## src/rtl/core_pkg.sv

```systemverilog
// ============================================================================
// Module      : core_pkg
// Description : Shared encodings, ALU operations and FSM states for core_mc.
// Revision    : 1.0 - initial multi-cycle release
// ============================================================================
`default_nettype none

package core_pkg;

  localparam logic [6:0] OP_R      = 7'h33;
  localparam logic [6:0] OP_I      = 7'h13;
  localparam logic [6:0] OP_LUI    = 7'h37;
  localparam logic [6:0] OP_LOAD   = 7'h03;
  localparam logic [6:0] OP_STORE  = 7'h23;
  localparam logic [6:0] OP_BRANCH = 7'h63;

  localparam logic [2:0] F3_ADD = 3'd0;
  localparam logic [2:0] F3_SLL = 3'd1;
  localparam logic [2:0] F3_SLT = 3'd2;
  localparam logic [2:0] F3_XOR = 3'd4;
  localparam logic [2:0] F3_SRL = 3'd5;
  localparam logic [2:0] F3_OR  = 3'd6;
  localparam logic [2:0] F3_AND = 3'd7;
  localparam logic [2:0] F3_LW  = 3'd2;
  localparam logic [2:0] F3_SW  = 3'd2;
  localparam logic [2:0] F3_BEQ = 3'd0;
  localparam logic [2:0] F3_BNE = 3'd1;

  localparam logic [6:0] F7_BASE = 7'h00;
  localparam logic [6:0] F7_ALT  = 7'h20;

  typedef enum logic [3:0] {
    ALU_ADD = 4'd0,
    ALU_SUB = 4'd1,
    ALU_AND = 4'd2,
    ALU_OR  = 4'd3,
    ALU_XOR = 4'd4,
    ALU_SLL = 4'd5,
    ALU_SRL = 4'd6,
    ALU_SLT = 4'd7,
    ALU_LUI = 4'd8
  } alu_op_t;

  typedef enum logic [1:0] {
    FETCH = 2'd0,
    EXEC  = 2'd1,
    MEM   = 2'd2,
    HALT  = 2'd3
  } state_t;

endpackage

`default_nettype wire

```

## src/rtl/core_mc_regfile.sv

```systemverilog
// ============================================================================
// Module      : core_mc_regfile
// Description : 2R/1W register file, async clear, x0 hardwired to zero.
// Revision    : 1.0 - initial multi-cycle release
// ============================================================================
`default_nettype none

module core_mc_regfile #(
  parameter int NREGS = 32,
  parameter int XLEN  = 32,
  localparam int RW   = $clog2(NREGS)
) (
  input  logic            clk,
  input  logic            rst_n,
  input  logic [RW-1:0]   ra1,
  input  logic [RW-1:0]   ra2,
  output logic [XLEN-1:0] rd1,
  output logic [XLEN-1:0] rd2,
  input  logic            we,
  input  logic [RW-1:0]   wa,
  input  logic [XLEN-1:0] wd
);

  logic [XLEN-1:0] r_regs [NREGS];

  always_ff @(posedge clk or negedge rst_n) begin
    if (!rst_n) begin
      for (int i = 0; i < NREGS; i++) r_regs[i] <= '0;
    end else if (we && (wa != '0)) begin
      r_regs[wa] <= wd;
    end
  end

  assign rd1 = (ra1 == '0) ? '0 : r_regs[ra1];
  assign rd2 = (ra2 == '0) ? '0 : r_regs[ra2];

endmodule

`default_nettype wire

```

## src/rtl/core_mc.sv

```systemverilog
// ============================================================================
// Module      : core_mc
// Description : Multi-cycle RV32I-subset core with req/ack imem/dmem ports.
// Revision    : 1.0 - initial multi-cycle release
// ============================================================================
`default_nettype none

module core_mc
  import core_pkg::*;
#(
  parameter int            XLEN     = 32,
  parameter int            AW       = 32,
  parameter int            NREGS    = 32,
  parameter logic [AW-1:0] RESET_PC = '0
) (
  input  logic            clk,
  input  logic            rst_n,
  input  logic [AW-1:0]   last_pc,
  output logic            imem_req,
  output logic [AW-1:0]   imem_addr,
  input  logic            imem_ack,
  input  logic [31:0]     imem_rdata,
  output logic            dmem_req,
  output logic            dmem_we,
  output logic [AW-1:0]   dmem_addr,
  output logic [XLEN-1:0] dmem_wdata,
  input  logic            dmem_ack,
  input  logic [XLEN-1:0] dmem_rdata,
  output logic            halted,
  output logic            illegal,
  output logic [XLEN-1:0] retired
);

  localparam int RW  = $clog2(NREGS);
  localparam int SHW = $clog2(XLEN);

  state_t          r_state, w_state_next;
  logic [AW-1:0]   r_pc;
  logic [31:0]     r_ir;
  logic [AW-1:0]   r_dmem_addr;
  logic [XLEN-1:0] r_dmem_wdata;
  logic            r_dmem_we;
  logic            r_illegal;
  logic [XLEN-1:0] r_retired;

  logic [6:0]      w_op, w_f7;
  logic [2:0]      w_f3;
  logic [XLEN-1:0] w_imm_i, w_imm_s, w_imm_u, w_rs1d, w_rs2d, w_b, w_alu, w_ea, w_rf_wd;
  logic [AW-1:0]   w_boff, w_pc_seq, w_pc_next;
  alu_op_t         w_alu_op;
  logic            w_use_imm, w_wb, w_mem, w_store, w_branch, w_bad;
  logic            w_taken, w_at_last, w_halt_exec, w_rf_we;

  assign w_op = r_ir[6:0];
  assign w_f3 = r_ir[14:12];
  assign w_f7 = r_ir[31:25];

  assign w_imm_i = XLEN'($signed(r_ir[31:20]));
  assign w_imm_s = XLEN'($signed({r_ir[31:25], r_ir[11:7]}));
  assign w_imm_u = XLEN'($signed({r_ir[31:12], 12'b0}));
  // B-format imm[12:1] field is taken directly as a signed word offset.
  assign w_boff  = AW'($signed({r_ir[31], r_ir[7], r_ir[30:25], r_ir[11:8]}));

  core_mc_regfile #(.NREGS(NREGS), .XLEN(XLEN)) u_regfile (
    .clk   (clk),
    .rst_n (rst_n),
    .ra1   (r_ir[15 +: RW]),
    .ra2   (r_ir[20 +: RW]),
    .rd1   (w_rs1d),
    .rd2   (w_rs2d),
    .we    (w_rf_we),
    .wa    (r_ir[7 +: RW]),
    .wd    (w_rf_wd)
  );

  always_comb begin
    w_alu_op  = ALU_ADD;
    w_use_imm = 1'b0;
    w_wb      = 1'b0;
    w_mem     = 1'b0;
    w_store   = 1'b0;
    w_branch  = 1'b0;
    w_bad     = 1'b0;
    case (w_op)
      OP_R: begin
        w_wb = 1'b1;
        w_bad = (w_f7 != F7_BASE) && !((w_f3 == F3_ADD) && (w_f7 == F7_ALT));
        case (w_f3)
          F3_ADD:  w_alu_op = (w_f7 == F7_ALT) ? ALU_SUB : ALU_ADD;
          F3_SLL:  w_alu_op = ALU_SLL;
          F3_SLT:  w_alu_op = ALU_SLT;
          F3_XOR:  w_alu_op = ALU_XOR;
          F3_SRL:  w_alu_op = ALU_SRL;
          F3_OR:   w_alu_op = ALU_OR;
          F3_AND:  w_alu_op = ALU_AND;
          default: w_bad    = 1'b1;
        endcase
      end
      OP_I: begin
        w_wb      = 1'b1;
        w_use_imm = 1'b1;
        case (w_f3)
          F3_ADD:  w_alu_op = ALU_ADD;
          F3_SLT:  w_alu_op = ALU_SLT;
          F3_XOR:  w_alu_op = ALU_XOR;
          F3_OR:   w_alu_op = ALU_OR;
          F3_AND:  w_alu_op = ALU_AND;
          default: w_bad    = 1'b1;
        endcase
      end
      OP_LUI: begin
        w_wb     = 1'b1;
        w_alu_op = ALU_LUI;
      end
      OP_LOAD: begin
        w_mem = 1'b1;
        w_bad = (w_f3 != F3_LW);
      end
      OP_STORE: begin
        w_mem   = 1'b1;
        w_store = 1'b1;
        w_bad   = (w_f3 != F3_SW);
      end
      OP_BRANCH: begin
        w_branch = 1'b1;
        w_bad    = (w_f3 != F3_BEQ) && (w_f3 != F3_BNE);
      end
      default: w_bad = 1'b1;
    endcase
    if (w_bad) begin
      w_wb     = 1'b0;
      w_mem    = 1'b0;
      w_store  = 1'b0;
      w_branch = 1'b0;
    end
  end

  assign w_b = w_use_imm ? w_imm_i : w_rs2d;

  always_comb begin
    case (w_alu_op)
      ALU_ADD: w_alu = w_rs1d + w_b;
      ALU_SUB: w_alu = w_rs1d - w_b;
      ALU_AND: w_alu = w_rs1d & w_b;
      ALU_OR:  w_alu = w_rs1d | w_b;
      ALU_XOR: w_alu = w_rs1d ^ w_b;
      ALU_SLL: w_alu = w_rs1d << w_b[SHW-1:0];
      ALU_SRL: w_alu = w_rs1d >> w_b[SHW-1:0];
      ALU_SLT: w_alu = {{(XLEN-1){1'b0}}, ($signed(w_rs1d) < $signed(w_b))};
      ALU_LUI: w_alu = w_imm_u;
      default: w_alu = '0;
    endcase
  end

  assign w_taken   = w_branch && ((w_f3 == F3_BNE) ? (w_rs1d != w_rs2d) : (w_rs1d == w_rs2d));
  assign w_pc_seq  = r_pc + AW'(1);
  assign w_pc_next = w_taken ? (r_pc + w_boff) : w_pc_seq;
  assign w_at_last = (r_pc == last_pc);
  // A taken branch at last_pc keeps running; only falling through ends the program.
  assign w_halt_exec = w_at_last && !w_taken;
  assign w_ea      = w_rs1d + (w_store ? w_imm_s : w_imm_i);

  assign w_rf_we = ((r_state == EXEC) && w_wb) || ((r_state == MEM) && dmem_ack && !r_dmem_we);
  assign w_rf_wd = (r_state == MEM) ? dmem_rdata : w_alu;

  always_ff @(posedge clk or negedge rst_n) begin
    if (!rst_n) r_state <= FETCH;
    else        r_state <= w_state_next;
  end

  always_comb begin
    w_state_next = r_state;
    case (r_state)
      FETCH:   if (imem_ack) w_state_next = EXEC;
      EXEC:    w_state_next = w_mem ? MEM : (w_halt_exec ? HALT : FETCH);
      MEM:     if (dmem_ack) w_state_next = w_at_last ? HALT : FETCH;
      HALT:    w_state_next = HALT;
      default: w_state_next = FETCH;
    endcase
  end

  always_comb begin
    imem_req   = rst_n && (r_state == FETCH);
    imem_addr  = rst_n ? r_pc : '0;
    dmem_req   = (r_state == MEM);
    dmem_we    = (r_state == MEM) && r_dmem_we;
    dmem_addr  = r_dmem_addr;
    dmem_wdata = r_dmem_wdata;
    halted     = (r_state == HALT);
    illegal    = r_illegal;
    retired    = r_retired;
  end

  always_ff @(posedge clk or negedge rst_n) begin
    if (!rst_n) begin
      r_pc         <= RESET_PC;
      r_ir         <= '0;
      r_dmem_addr  <= '0;
      r_dmem_wdata <= '0;
      r_dmem_we    <= 1'b0;
      r_illegal    <= 1'b0;
      r_retired    <= '0;
    end else begin
      case (r_state)
        FETCH: if (imem_ack) r_ir <= imem_rdata;
        EXEC: begin
          if (w_bad) r_illegal <= 1'b1;
          if (w_mem) begin
            r_dmem_addr  <= AW'(w_ea);
            r_dmem_wdata <= w_rs2d;
            r_dmem_we    <= w_store;
          end else begin
            r_retired <= r_retired + XLEN'(1);
            if (!w_halt_exec) r_pc <= w_pc_next;
          end
        end
        MEM: if (dmem_ack) begin
          r_retired <= r_retired + XLEN'(1);
          if (!w_at_last) r_pc <= w_pc_seq;
        end
        default: ;
      endcase
    end
  end

endmodule

`default_nettype wire

```

## config.mk

```make
export PLATFORM = sky130hd
export DESIGN_NAME = core_mc
export DESIGN_NICKNAME = d
export VERILOG_FILES = /design/src/rtl/core_pkg.sv /design/src/rtl/core_mc_regfile.sv /design/src/rtl/core_mc.sv
export SDC_FILE = /design/constraint.sdc
export NUM_CORES = 2
export LEC_CHECK = 0
export CORE_UTILIZATION = 30
export CTS_CLUSTER_DIAMETER = 40
export CTS_CLUSTER_SIZE = 10
export DETAILED_ROUTE_END_ITERATION = 8
export GPL_TIMING_DRIVEN = 0
export SYNTH_ARGS = -nofsm -noshare
export SYNTH_HDL_FRONTEND = slang
export SYNTH_SLANG_ARGS = --single-unit
```

## constraint.sdc

```tcl
create_clock -name clk -period 11.5 [get_ports clk]
set_clock_uncertainty 0.2 [all_clocks]
set_input_delay 3.45 -clock clk [delete_from_list [all_inputs] [get_ports clk]]
set_output_delay 3.45 -clock clk [all_outputs]
set_load 0.02 [all_outputs]
```

# After elaboration in Yosys (flattened, before gate mapping)
# Cells that the tools add are included.
dict set report op_classes {
  add_sub_neg 6
  n_bitwise 6
  n_shift 2
  muxes 48
  eq_ne 34
  order_cmp 5
  reduce_logical 35
}
# cell n
set ops {}
lappend ops {{bitwise mux 1024 bit} 1}
lappend ops {{two-way mux 32 bit} 17}
lappend ops {{binary-select mux 32 bit (select 5 bit)} 2}
lappend ops {{case mux 32 bit (9 select lines)} 1}
lappend ops {{demux 32 bit (select 5 bit)} 1}
lappend ops {{case mux 32 bit (2 select lines)} 2}
lappend ops {{adder 32 bit} 3}
lappend ops {{adder 32 x 1 -> 32 bit, second input constant} 2}
lappend ops {{== test 32 bit} 2}
lappend ops {{bitwise AND 32 bit} 1}
lappend ops {{less-than comparator 32 bit} 1}
lappend ops {{!= test 32 bit} 1}
lappend ops {{bitwise OR 32 bit} 1}
lappend ops {{<< shifter 32 x 5 -> 32 bit} 1}
lappend ops {{>> shifter 32 x 5 -> 32 bit} 1}
lappend ops {{subtractor 32 bit} 1}
lappend ops {{bitwise XOR 32 bit} 1}
lappend ops {{== test 7 x 6 -> 1 bit, second input constant} 4}
lappend ops {{case mux 3 bit (7 select lines)} 1}
lappend ops {{greater-or-equal comparator 6 bit, second input constant} 3}
lappend ops {{inverter 5 -> 6 bit} 3}
lappend ops {{== test 4 x 3 -> 1 bit, second input constant} 4}
lappend ops {{two-way mux 1 bit} 13}
lappend ops {{== test 3 bit, second input constant} 4}
lappend ops {{39 further kinds} 65}
dict set report totals {
  out_inout_bits 133
  word_cells 176
  regBits 1188
}

# Logic depth before layout (Yosys ltp)
dict set report logic_depth {
  depth_word 13
  mapped_depth 29
}

# Hierarchy
# From an unflattened synthesis, not the netlist that was laid out.
dict set report hier_totals {
  hier_cells 6502
  area_unflattened_um2 75508.7
}
# mod cells_per_inst seq_area_each_um2 n_inst area_per_inst_um2
set modules_own_cells {}
lappend modules_own_cells {core_mc_regfile 3624 25624.6 1 54444.7}
lappend modules_own_cells {core_mc 2878 4103.9 1 21064.0}

# Least setup slack after synthesis
# OpenSTA, ideal clock, no wires.
dict set report synth_timing {
  path_type {input port to output port}
  from {input rst_n}
  to {output imem_req}
  path_stages 2
  setup_slack_ps 3966
  arrival_ps 3884
  path_buffers 1
  cell_sequence {clkbuf_1 and2_1}
}
dict set report synth_between {
  elab_chain_cells 1
}
# element line_no
set synth_lines {}
lappend synth_lines {{from (decl)} core_mc.sv:17} ;# input logic rst_n,
lappend synth_lines {{logical AND 1 bit} core_mc.sv:183} ;# imem_req = rst_n && (r_state == FETCH);
lappend synth_lines {{to (decl)} core_mc.sv:19} ;# output logic imem_req,
# No other way between the ends.

# Final worst setup path
dict set report layout_timing {
  from {register r_ir[17]}
  to {register u_regfile.r_regs[158] in the netlist's numbering}
}
dict set report layout_between {
  elab_chain_cells 9
  word_cells_on_any_way 16
}
# element line_no
set layout_lines {}
lappend layout_lines {{from (decl)} core_mc.sv:39} ;# logic [31:0] r_ir;
lappend layout_lines {{from (signal assigned)} core_mc.sv:205} ;# FETCH: if (imem_ack) r_ir <= imem_rdata;
lappend layout_lines {{inverter 5 -> 6 bit (not written as such)} core_mc_regfile.sv:34} ;# assign rd1 = (ra1 == '0) ? '0 : r_regs[ra1];
lappend layout_lines {{binary-select mux 32 bit (select 5 bit)} core_mc_regfile.sv:34}
lappend layout_lines {{two-way mux 32 bit (not written as such) (2 in a row)} core_mc_regfile.sv:34}
lappend layout_lines {{two-way mux 32 bit *} core_mc_regfile.sv:34}
lappend layout_lines {{subtractor 32 bit, or another cell as far along} core_mc.sv:143} ;# ALU_SUB: w_alu = w_rs1d - w_b;
lappend layout_lines {{case mux 32 bit (9 select lines) *} core_mc.sv:141} ;# case (w_alu_op)
lappend layout_lines {{two-way mux 32 bit *} core_mc.sv:164} ;# assign w_rf_wd = (r_state == MEM) ? dmem_rdata : w_alu;
lappend layout_lines {{bitwise mux 1024 bit *} core_mc_regfile.sv:30} ;# r_regs[wa] <= wd;
lappend layout_lines {{to (signal, indexed assignment)} core_mc_regfile.sv:30}
lappend layout_lines {{to (decl)} core_mc_regfile.sv:24} ;# logic [XLEN-1:0] r_regs [NREGS];
# Mark *: on every way between the ends. The rest lies on a longest branch, timed or not. The select of a mux whose other input is x is not followed.
# A chain may end at the register's enable or synchronous reset.

==> results.env <==
FFS_W_ASYNC_S_R_SYNTH_PCT=100
SYNTH.CELL_AREA_UM2=72900
FMAX_MHz=84.3
STATUS='finished with violations'
CTS_MADE_BUFFERS=210
CORE.ROWCOUNT=180
YOSYS_WARNINGS=0
PATH_DEPTH_OF_THE_WORST_REG2REG_PATH=24
CTS.SINK_COUNT=1188
GRT-OVFL-TOTAL=0
CELL_INTERNAL_POWER_DISSIPATION_mW=14.1
AREA_GROW_SYN2LAYOUT_PCT=20.0
MULTIINPUTGATEAREA_UM2=39700
VIAS_IN_THE_FIRST_GLOBAL_ROUTE=66000
FF_LATCH_AREA_UM2=29700
CTSLONGESTPATHBUFFERS=3
FIN_CRIT_SH_PCT=103
ANTENNA_FOUND_INITIAL=37
CTS.REPORTEDPATHS.CLKPINSLEW_NS=0.06
POST-ROUTE-WORST-SETUP-SLACK_NS=-0.358
DIE_W_UM=495
WORSTHOLDENDPOINT='retired[31]'
VIAS=70200
WORST_SETUP_PATH_END_KIND='register'
PLACEMENT.CELL_AREA_UM2=79900
SWSHARE_PCT=52.6
COUNT_OF_FLIP_FLOPS_WITH_A_BUILT_IN_ENABLE_AFTER_SYNTHESIS=0
MAX_SLEW_MARGIN_PCT=-7.43
P_PER_AREA_nW_PER_UM2=340
TIMING.HOLD.WS_NS=0.274
SYNTH_CELL_TYPES=108
SYNTH_FF_TYPE='dfrtp_1'
FINAL.SETUP.TNS_NS=-30.35
TOTAL_POWER_mW=29.7
CRITICAL_PATH.REG2REG.STARTPOINT='r_ir[17]'
TIGHTESTPINTRANSITION_NS=1.61
POST_SYNTHESIS_AREA_PER_INSTANCE_UM2=10.0
DRIVE_GT1_SHARE_PCT=16.2
FINAL_SETUP_VIOLATIONS=178
POST-ROUTE-MIN-PERIOD_NS=11.86
GP_CONGESTION=1.05
GRT_PASS1_WL_UM=548000
PWR-SHARE-SEQ_PCT=19.6
SYNTH.NET_COUNT=7535
DIE-HEIGHT_UM=495
REGTOREGENDPOINT='u_regfile.r_regs[158]'
HOLDCRITSTARTPOINT='retired[31]'
REG2REG_SETUP_SLACK_NS=-0.36
CTS.HOLD.BUFFERS_ADDED=0
SWITCHING_POWER_OF_THE_NETS_mW=15.6
CTS_SETUP_BUFFERS=0
GRT_START_MAX_NET_PINS=182
WORST_HOLD_PATH_TYPE='register to register'
DIEAREA_UM2=245000
RESIDUAL_ANTENNA_VIOLATING_NET_COUNT_AFTER_DETAILED_ROUTING=0
CAP_VIOLATIONS=17
POST_DRT_VIA_CELL_RATIO=6.31
ROUTE.DETAILED.DRC=0
NETS=8016
CTSRESIZECOUNT=0
SEQUENTIAL_SHARE_OF_THE_SYNTHESIZED_AREA_PCT=40.8
CLOCK_TREE_FROM_TRITONCTS='done'
STARTPOINT_TYPE='register'
CLOCK_INSERTION_DELAY_WORST_SKEW_NS=0.91
DRV_SLEW=138
SYNTH_CELLS=7264
SYNTH_SEQ_CELLS=1188
FILLERINSTANCES=23900
HTREEDEPTH=4
TIMING_WORST_SETUP_PATH_TYPE='register to register'
CP_DATA_ARRIVAL_TIME_NS=12.35
CTS_ROOT_BUFFER='clkbuf_16'
PLACE_HPWL_UM=298000
WORSTPATHMAXFANOUT=10
COMBINATIONALPOWERSHARE_PCT=58.0
DR.FIRST_ITER.DRC_COUNT=11100
CORE-AREA_UM2=241000
FLOORPLAN.INITIALDENSITY_PCT=30.2
ROUTED_WIRE_LENGTH_UM=405000
SETUP_REPAIR_AFTER_GLOBAL_ROUTING_MISSED_ITS_MARGIN='false'
MIN_DELAY_PATH_DEPTH=1
DETAIL_ROUTE.FIRST_PASS.ITERATIONS=8
PLACE_WORST_SETUP_SLACK_NS=0.356
PLACEMENT.IO_BUFFERS=232
FINAL_HOLD_VIOL_COUNT=0
VIOLATIONS='capacitance limit, slew limit, setup timing'
FIN_AREA_UM2=87500
IO_PINS=233
VDD_DROP_MAX_mV=0.180
GRTUSAGETOTAL_PCT=32.3
POWER.CLOCK.FRACTION_PCT=22.4
TIMING.CRITICAL_PATH.REQUIRED_NS=11.99
WIRE_PER_INST_UM=36.4
P_LEAK_nW=36.8
## synthesized netlist by cell type, drive strengths merged, types with 73 or more instances
cell / count / area share [%]
a21oi: 220 / 1.5
xnor2: 73 / 0.88
a22oi: 93 / 0.96
o31ai: 82 / 0.86
xor2: 73 / 0.88
buf: 201 / 1.8
nand2: 1268 / 6.5
inv: 120 / 0.62
dfrtp: 1188 / 41
o21ai: 1140 / 7.8
mux2i: 288 / 4.0
ha: 167 / 2.9
mux2: 134 / 2.1
clkbuf: 477 / 2.5
nor2: 240 / 1.2
nand3: 118 / 0.82
mux4: 461 / 14
## how the worst max path moves through the flow
stage	start	to	slack, ns	depth (start not counted)
6_report	r_ir[17]	u_regfile.r_regs[158]	-0.36	24
5_1_grt	r_ir[17]	u_regfile.r_regs[509]	0.01	24
4_1_cts	r_ir[18]	u_regfile.r_regs[665]	0.27	24
3_5_place_dp	r_ir[17]	u_regfile.r_regs[185]	0.36	24
3_3_place_gp	rst_n	u_regfile.r_regs[129]	-48.44	1
2_1_floorplan	rst_n	imem_req	3.97	2
## stage by stage
step | util (%) | std cells
after floorplan | - | 7264
after global placement | 32.9 | 10700
after detailed placement | 33.2 | 10700
after CTS | 36.3 | 11100
after global routing | 36.3 | 11100
final | 36.3 | 11100
## cells by family (layout without fill, tap and decap cells)
logic type | after synthesis | after routing | synth area share [%]
flip-flops | 1188 | 1188 | 40.8
other | 0 | 18 | 0
XOR/XNOR | 146 | 146 | 1.75
AO/OA/AOI/OAI | 2082 | 2082 | 17.4
multiplexers | 883 | 883 | 20.3
buffers and inverters | 799 | 1454 | 4.95
AND/OR/NAND/NOR | 1995 | 1995 | 11.8
adder cells (fa/ha/maj) | 171 | 171 | 2.98
## power by group through the flow
stage,logic [mW],clock network (mW),registers (mW)
3_5_place_dp,16.2,0,5.85
3_3_place_gp,16.0,0,5.85
6_report,17.2,6.65,5.84
4_1_cts,16.3,6.63,5.79
5_1_grt,17.4,6.82,5.92
2_1_floorplan,8.80,0,5.59
## cell usage in the layout (no fill, tap or decap), types with 51 or more instances in the layout
| master | count |
|---|---|
| a21oi_1 | 217 |
| a221oi_1 | 51 |
| a22oi_1 | 93 |
| and2_1 | 56 |
| buf_2 | 83 |
| buf_4 | 58 |
| clkbuf_1 | 473 |
| clkbuf_16 | 211 |
| clkdlybuf4s50_1 | 231 |
| dfrtp_1 | 1187 |
| ha_1 | 167 |
| inv_1 | 116 |
| mux2_2 | 132 |
| mux2i_1 | 288 |
| mux4_2 | 461 |
| nand2_1 | 1268 |
| nand3_1 | 117 |
| nor2_1 | 236 |
| nor3_1 | 57 |
| o21ai_0 | 1096 |
| o31ai_1 | 80 |
| xnor2_1 | 73 |
| xor2_1 | 73 |
## layout make-up
| cell class | instances | share of cell area [%] |
|---|---|---|
| clock buffers | 261 | 6.52 |
| multi-input cells | 5277 | 45.4 |
| repair buffers | 269 | 3.26 |
| well taps | 3185 | 4.56 |
| inverters | 121 | 0.519 |
| plain buffers | 678 | 3.64 |
| diodes | 18 | 0.0515 |
| clock inverters | 125 | 2.05 |
| flip-flops and latches | 1188 | 34.0 |
## registers in the layout (all words and copies together) (netlist names)
name	cells
r_ir	32
r_pc	32
r_state	2
dmem_wdata	32
r_dmem_we	1
u_regfile.r_regs	1024
retired	32
dmem_addr	32
illegal	1
## per-layer routing
layer | GRT usage [%] | vias to the layer above | routed length, µm
met2 | 45.0 | 5588 | 163000
met5 | 0 | - | 190
met3 | 13.6 | 1413 | 57600
li1 | - | 27700 | -
met4 | 22.5 | 30 | 33600
met1 | 40.1 | 35500 | 150000
## critical path, cell delays in order, from the launching register on
cell and delay (ns):
dfrtp_1 0.39, clkbuf_1 0.26, nor2b_1 0.21, clkbuf_1 0.70, buf_2 0.66, clkbuf_1 1.02, clkbuf_1 0.98, a22oi_1 0.24
nand4_1 0.30, nand3_1 0.72, inv_1 0.69, ha_1 0.27, inv_1 0.08, o21bai_1 0.31, a211oi_1 0.18, o41a_1 0.47
nor4_1 0.57, o21ai_0 0.27, a21oi_1 0.40, a21oi_1 0.24, o31ai_1 0.68, mux2i_1 0.20, a211oi_2 1.02, buf_2 0.40
o31ai_1 0.12
Note: power is estimated with default switching activity, not from simulation.
